--- config.mk ---
export PLATFORM = sky130hd
export DESIGN_NAME = ti_psg_gen2
export DESIGN_NICKNAME = d
export VERILOG_FILES = /design/src/rtl/ti_psg_gen2.sv
export SDC_FILE = /design/constraint.sdc
export NUM_CORES = 1
export LEC_CHECK = 0
export ABC_AREA = 0
export ABC_CLOCK_PERIOD_IN_PS = 4700
export CAP_MARGIN = 0
export CORE_ASPECT_RATIO = 1.2
export CORE_MARGIN = 3
export CORE_UTILIZATION = 57
export DETAILED_ROUTE_END_ITERATION = 6
export MAX_ROUTING_LAYER = met4
export PLACE_DENSITY = 0.77
export SLEW_MARGIN = 10
export SYNTH_ARGS = -nofsm -noshare
export SYNTH_HDL_FRONTEND = slang
export SYNTH_SLANG_ARGS = --single-unit
--- constraint.sdc ---
create_clock -name CLK -period 4.7 [get_ports CLK]
set_input_delay 0.94 -clock CLK [delete_from_list [all_inputs] [get_ports CLK]]
set_output_delay 0.94 -clock CLK [all_outputs]
set_load 0.005 [all_outputs]
--- src/rtl/ti_psg_gen2.sv ---
// SN76489-class sound generator: three tone channels, one LFSR noise channel,
// log-volume mixer with stereo pan, write-busy handshake and PWM outputs.
module ti_psg_gen2 #(
  parameter int CLK_DIV  = 16,
  parameter int LFSR_W   = 16,
  parameter int LFSR_TAP = 3,
  parameter int PWM_W    = 8,
  parameter int WAIT_CYC = 2
) (
  input  logic       CLK,
  input  logic       RST,
  input  logic       nCE,
  input  logic       nWE,
  input  logic       A0,
  input  logic [7:0] D,
  output logic       READY,
  output logic [9:0] MIX_L,
  output logic [9:0] MIX_R,
  output logic       AOUT_L,
  output logic       AOUT_R
);

  localparam int BW = $clog2(WAIT_CYC + 1);
  localparam int PW = $clog2(CLK_DIV);
  localparam logic [LFSR_W-1:0] SEED = {1'b1, {(LFSR_W-1){1'b0}}};

  logic [BW-1:0]     busy_q;
  logic [PW-1:0]     pre_q;
  logic [9:0]        per_q [3];
  logic [9:0]        cnt_q [3];
  logic [2:0]        tone_q;
  logic [3:0]        att_q [4];
  logic [2:0]        noise_q;
  logic [6:0]        ncnt_q;
  logic              ntog_q;
  logic              src_prev_q;
  logic [LFSR_W-1:0] lfsr_q;
  logic [7:0]        pan_q;
  logic [1:0]        lch_q;
  logic              ltype_q;
  logic [9:0]        mix_l_q, mix_r_q;
  logic [PWM_W-1:0]  pwm_q, duty_l_q, duty_r_q;

  logic              wr_acc, wr_type, noise_wr, tick, src, fb;
  logic [1:0]        wr_ch;
  logic [6:0]        nper;
  logic [3:0]        chan;
  logic [9:0]        sum_l, sum_r;
  logic [PWM_W-1:0]  duty_l_eff, duty_r_eff;

  function automatic logic [7:0] amp(input logic [3:0] a);
    case (a)
      4'd0:  amp = 8'd255;
      4'd1:  amp = 8'd203;
      4'd2:  amp = 8'd161;
      4'd3:  amp = 8'd128;
      4'd4:  amp = 8'd102;
      4'd5:  amp = 8'd81;
      4'd6:  amp = 8'd64;
      4'd7:  amp = 8'd51;
      4'd8:  amp = 8'd40;
      4'd9:  amp = 8'd32;
      4'd10: amp = 8'd26;
      4'd11: amp = 8'd20;
      4'd12: amp = 8'd16;
      4'd13: amp = 8'd13;
      4'd14: amp = 8'd10;
      default: amp = 8'd0;
    endcase
  endfunction

  assign READY    = (busy_q == '0);
  assign wr_acc   = ~nCE & ~nWE & READY;
  // Data bytes reuse the channel/type captured by the last latch byte.
  assign wr_ch    = D[7] ? D[6:5] : lch_q;
  assign wr_type  = D[7] ? D[4] : ltype_q;
  assign noise_wr = wr_acc & ~A0 & ~wr_type & (wr_ch == 2'd3);
  assign tick     = (pre_q == PW'(CLK_DIV - 1));
  assign src      = (noise_q[1:0] == 2'b11) ? tone_q[2] : ntog_q;
  assign fb       = noise_q[2] ? (lfsr_q[0] ^ lfsr_q[LFSR_TAP]) : lfsr_q[0];
  assign chan     = {lfsr_q[0], tone_q};

  always_comb begin
    nper = 7'd64;
    case (noise_q[1:0])
      2'b00:   nper = 7'd16;
      2'b01:   nper = 7'd32;
      default: nper = 7'd64;
    endcase
  end

  // Busy counter: holds READY low for WAIT_CYC cycles after an accepted write.
  always_ff @(posedge CLK) begin
    if (RST)                busy_q <= '0;
    else if (wr_acc)        busy_q <= BW'(WAIT_CYC);
    else if (busy_q != '0)  busy_q <= busy_q - BW'(1);
  end

  // Register file: latch/data byte decode and stereo pan register.
  always_ff @(posedge CLK) begin
    if (RST) begin
      for (int i = 0; i < 3; i++) per_q[i] <= 10'h3FF;
      for (int i = 0; i < 4; i++) att_q[i] <= 4'hF;
      noise_q <= 3'd0;
      pan_q   <= 8'hFF;
      lch_q   <= 2'd0;
      ltype_q <= 1'b0;
    end else if (wr_acc) begin
      if (A0) begin
        pan_q <= D;
      end else begin
        if (D[7]) begin
          lch_q   <= D[6:5];
          ltype_q <= D[4];
        end
        if (wr_type)              att_q[wr_ch] <= D[3:0];
        else if (wr_ch == 2'd3)   noise_q <= D[2:0];
        else if (D[7])            per_q[wr_ch][3:0] <= D[3:0];
        else                      per_q[wr_ch][9:4] <= D[5:0];
      end
    end
  end

  // Prescaler: one channel tick every CLK_DIV clocks.
  always_ff @(posedge CLK) begin
    if (RST)       pre_q <= '0;
    else if (tick) pre_q <= '0;
    else           pre_q <= pre_q + PW'(1);
  end

  // Tone counters: reload with the current period (0 acts as 1) and toggle.
  always_ff @(posedge CLK) begin
    if (RST) begin
      for (int i = 0; i < 3; i++) cnt_q[i] <= 10'd0;
      tone_q <= 3'b000;
    end else if (tick) begin
      for (int i = 0; i < 3; i++) begin
        if (cnt_q[i] <= 10'd1) begin
          cnt_q[i]  <= (per_q[i] == 10'd0) ? 10'd1 : per_q[i];
          tone_q[i] <= ~tone_q[i];
        end else begin
          cnt_q[i] <= cnt_q[i] - 10'd1;
        end
      end
    end
  end

  // Internal noise rate toggler, same reload rule as the tone counters.
  always_ff @(posedge CLK) begin
    if (RST) begin
      ncnt_q <= 7'd0;
      ntog_q <= 1'b0;
    end else if (tick) begin
      if (ncnt_q <= 7'd1) begin
        ncnt_q <= nper;
        ntog_q <= ~ntog_q;
      end else begin
        ncnt_q <= ncnt_q - 7'd1;
      end
    end
  end

  // LFSR: seed reload on noise-control write wins over a rate-source shift.
  always_ff @(posedge CLK) begin
    if (RST) begin
      lfsr_q     <= SEED;
      src_prev_q <= 1'b0;
    end else begin
      src_prev_q <= src;
      if (noise_wr)              lfsr_q <= SEED;
      else if (src & ~src_prev_q) lfsr_q <= {fb, lfsr_q[LFSR_W-1:1]};
    end
  end

  // Per-side volume sum of enabled, currently-high channels.
  always_comb begin
    sum_l = 10'd0;
    sum_r = 10'd0;
    for (int i = 0; i < 4; i++) begin
      if (chan[i] && pan_q[4+i]) sum_l = sum_l + {2'b00, amp(att_q[i])};
      if (chan[i] && pan_q[i])   sum_r = sum_r + {2'b00, amp(att_q[i])};
    end
  end

  // Registered mix outputs.
  always_ff @(posedge CLK) begin
    if (RST) begin
      mix_l_q <= 10'd0;
      mix_r_q <= 10'd0;
    end else begin
      mix_l_q <= sum_l;
      mix_r_q <= sum_r;
    end
  end

  // PWM counter; duty is captured from the mix MSBs at the start of each frame.
  always_ff @(posedge CLK) begin
    if (RST) begin
      pwm_q    <= '0;
      duty_l_q <= '0;
      duty_r_q <= '0;
    end else begin
      pwm_q <= pwm_q + PWM_W'(1);
      if (pwm_q == '0) begin
        duty_l_q <= mix_l_q[9 -: PWM_W];
        duty_r_q <= mix_r_q[9 -: PWM_W];
      end
    end
  end

  // Count 0 compares against the freshly sampled duty so a frame is exact.
  assign duty_l_eff = (pwm_q == '0) ? mix_l_q[9 -: PWM_W] : duty_l_q;
  assign duty_r_eff = (pwm_q == '0) ? mix_r_q[9 -: PWM_W] : duty_r_q;
  assign AOUT_L     = (pwm_q < duty_l_eff);
  assign AOUT_R     = (pwm_q < duty_r_eff);
  assign MIX_L      = mix_l_q;
  assign MIX_R      = mix_r_q;

endmodule

==> metrics.md <==
| Metric | Value |
|---|---|
| Status | `finished, violations left` |
| Failing checks | `setup timing` |
| Clk sinks | `168` |
| Root Buffer | `clkbuf_16` |
| Netlist Area Pre-Place | `10880 sq um` |
| Syn nets | `1337` |
| Crit-path max cell delay | `0.46 ns` |
| CP most frequent cell | `o21ai_2` |
| Final Skew | `0.01710 ns` |
| HPWL after detailed placement | `18620 microns` |
| Complex-gate fraction of the synthesized area | `16.38%` |
| Avg Inst Size Synth | `8.856 sq um` |
| Nets | `1447` |
| Seq/Total Area, Yosys | `37.92%` |
| Unrepaired setup endpoints after global routing | `yes` |
| TritonCTS Buffers | `17` |
| Via count | `9309` |
| Highest-count cells in the layout ignoring fill and taps | `156 x nor2_1, 133 x nand2_1, 106 x buf_4, 92 x dfxtp_1, 76 x edfxtp_1` |
| Ys flop type | `dfxtp_1` |
| Fmax | `208.7 MHz` |
| Initial Util | `58.96%` |
| Post-cts hold buffer count | `0` |
| Total power draw | `3.143 mW` |
| Xor/xnor cell area share of the yosys netlist | `4.832%` |
| Total gr overflow | `0` |
| Max rail drop VDD | `0.0002549 V` |
| Pre-Repair DR Iteration Count | `5` |
| Clk buf depth | `2` |
| Post-Layout Cell Count | `1603` |
| Placed cell count | `1535` |
| Slew Viols, Final | `0` |
| DIE AREA | `20780 sq um` |
| RePlAce Congestion | `0.9546` |
| Critical path class | `reg2reg` |
| IO Port Bufs | `35` |
| Largest net degree at the start of global routing | `51` |
| Hold Path Class | `reg2reg` |
| Final setup viols | `4` |
| Syn Inst Count | `1228` |
| Simple-gate area share of the yosys netlist | `21.66%` |
| H-tree depth | `4` |
| Final worst path period need | `4.792 ns` |
| 1st-iter DRT viols | `710` |
| First-pass GRT wire length | `41570 microns` |
| Share of layout cells above drive strength 1 | `21.24%` |
| Setup crit start kind | `flop` |
| CORE AREA | `18450 sq um` |
| Ys Warns | `0` |
| Antenna violations before repair | `0` |
| Flops & latches, synth | `168` |
| Setup crit end kind | `flop` |
| P per Cell Area | `235.6 nW/um^2` |
| Setup ws final | `-0.09223 ns` |
| Crit path max fanout | `5` |
| CP max-delay cell | `edfxtp_1` |
| Ys async rst share | `0%` |
| DRC Markers | `0` |
| Vias per cell | `5.807` |
| Critical Path AT | `5.14 ns` |
| Max-slew headroom | `27.83%` |
| Post-synthesis mux area share | `4.291%` |
| Layout Area Growth over Synthesis | `22.68%` |
| Height of the chip | `157.3 microns` |
| Clock slew at reported path FFs | `0.07 ns` |
| Clock Latency Late Sink | `0.43 ns` |
| CTS tree | `done` |
| WP data required | `5.05 ns` |
| Avg WL per Cell | `16.60 microns` |
| Final Hold Viols | `0` |
| Fin crit share | `102.0%` |
| Most common cell after layout, fill and taps aside | `nor2_1` |
| Die X | `132.1 microns` |
| Row cnt | `54` |
| Max cap viols | `0` |
| Synth unique cells | `78` |
| Pleak | `5.069 nW` |
| Total track usage | `25.13%` |
| Ports | `36` |
| Least-Margin Pin Slew | `1.080 ns` |
| Main combinational cell family by area after synthesis | `simple AND/OR/NAND/NOR gates` |
| Diodes inserted | `0` |
| Remaining antenna violation count | `0` |
| Adder-Cell Fraction of Synth Area | `11.55%` |
| Number of global-route vias before repair | `8712` |
| Pre-CTS setup slack | `-0.2477 ns` |
| Drt total wl | `26610 microns` |
| Post-synth EDFFs | `76` |
-- Yosys cell counts (11+ instances only) --
| cell type | instances | area [sq um] |
|---|---|---|
| a211oi_1 | 36 | 270.3 |
| a21o_1 | 14 | 105.1 |
| a21oi_1 | 68 | 340.3 |
| a31oi_1 | 13 | 81.33 |
| and2_1 | 14 | 87.58 |
| clkbuf_1 | 40 | 150.1 |
| dfxtp_1 | 92 | 1842 |
| edfxtp_1 | 76 | 2282 |
| ha_1 | 90 | 1126 |
| inv_1 | 42 | 157.7 |
| mux2i_1 | 35 | 350.3 |
| nand2_1 | 137 | 514.2 |
| nand2b_1 | 14 | 87.58 |
| nand3_1 | 25 | 125.1 |
| nor2_1 | 165 | 619.3 |
| nor2b_1 | 19 | 118.9 |
| nor3_1 | 40 | 200.2 |
| nor4_1 | 11 | 68.82 |
| o21a_1 | 12 | 90.09 |
| o21ai_0 | 46 | 230.2 |
| o31ai_1 | 13 | 97.59 |
| or2_2 | 32 | 200.2 |
| xnor2_1 | 45 | 394.1 |
| xor2_1 | 15 | 131.4 |
-- per-stage QoR --
stage	area [sq um]	utilization (%)	TNS, ns	hold slack [ns]
final	13340	72.33	-0.2026	0.4497
after global routing	13340	72.33	-1.995	0.4657
after CTS	12710	68.91	-0.01730	0.4539
after detailed placement	11870	64.33	-1.238	0.4431
after global placement	11870	64.33	-0.3279	0.4325
after floorplan	10880	-	0	0.4175
-- final timing paths --
check                   start   endpoint  slack, ns  cells after the start
setup / recovery  att_q[0][0]   MIX_L[9]      -0.09                     28
setup reg to reg  att_q[0][0]   MIX_L[9]      -0.09                     28
hold reg to reg     lfsr_q[5]  lfsr_q[4]       0.45                      2
hold / removal      lfsr_q[5]  lfsr_q[4]       0.45                      2
-- what timing repair did --
action / CTS / global route
pin swaps: 18 / 49
setup endpoints to repair: 9 / 14
setup buffers: 21 / 15
resized for setup: 27 / 106
-- critical path: cells and delay by family (launching register included) --
kind / cells / cell delay (ns)
XOR/XNOR: 2 / 0.30
AND/OR/NAND/NOR: 7 / 0.72
buffers and inverters: 3 / 0.38
adder cells (fa/ha/maj): 4 / 1.02
AO/OA/AOI/OAI: 12 / 1.86
flip-flops: 1 / 0.46
-- where the power goes --
part	switching, mW	internal, mW	leakage [nW]
sequential	0.0228	1.55	1.39
clock	0.614	0.762	0.290
combinational	0.115	0.0839	3.39
total	0.752	2.39	5.07
-- sequential cells by signal, summed over array words and instances (netlist names), 10 cells and up --
signal / count
cnt_q: 30
MIX_R: 10
att_q: 16
lfsr_q: 16
per_q: 30
MIX_L: 10
-- cells by family after synthesis --
family | after synthesis
AND/OR/NAND/NOR | 500
AO/OA/AOI/OAI | 265
flip-flops | 168
adder cells (fa/ha/maj) | 97
buffers and inverters | 94
XOR/XNOR | 60
multiplexers | 44
-- area by class of cell --
type	count	area [sq um]
Multi-Input combinational cell	966	7007
Fill cell	1343	5104
Sequential cell	168	4124
Timing Repair Buffer	142	1152
Clock buffer	21	483.0
Tap cell	252	315.3
Inverter	43	161.4
Clock inverter	11	98.84
-- per-layer routing --
layer / up-vias / share of wire [%] / global-route usage [%]
met5: - / 0 / -
met4: 0 / 3.3 / 9.255
met3: 64 / 4.5 / 3.421
met2: 264 / 50 / 43.62
met1: 4370 / 42 / 30.05
li1: 4611 / - / -
No activity file was read; power rests on OpenSTA's default activity.
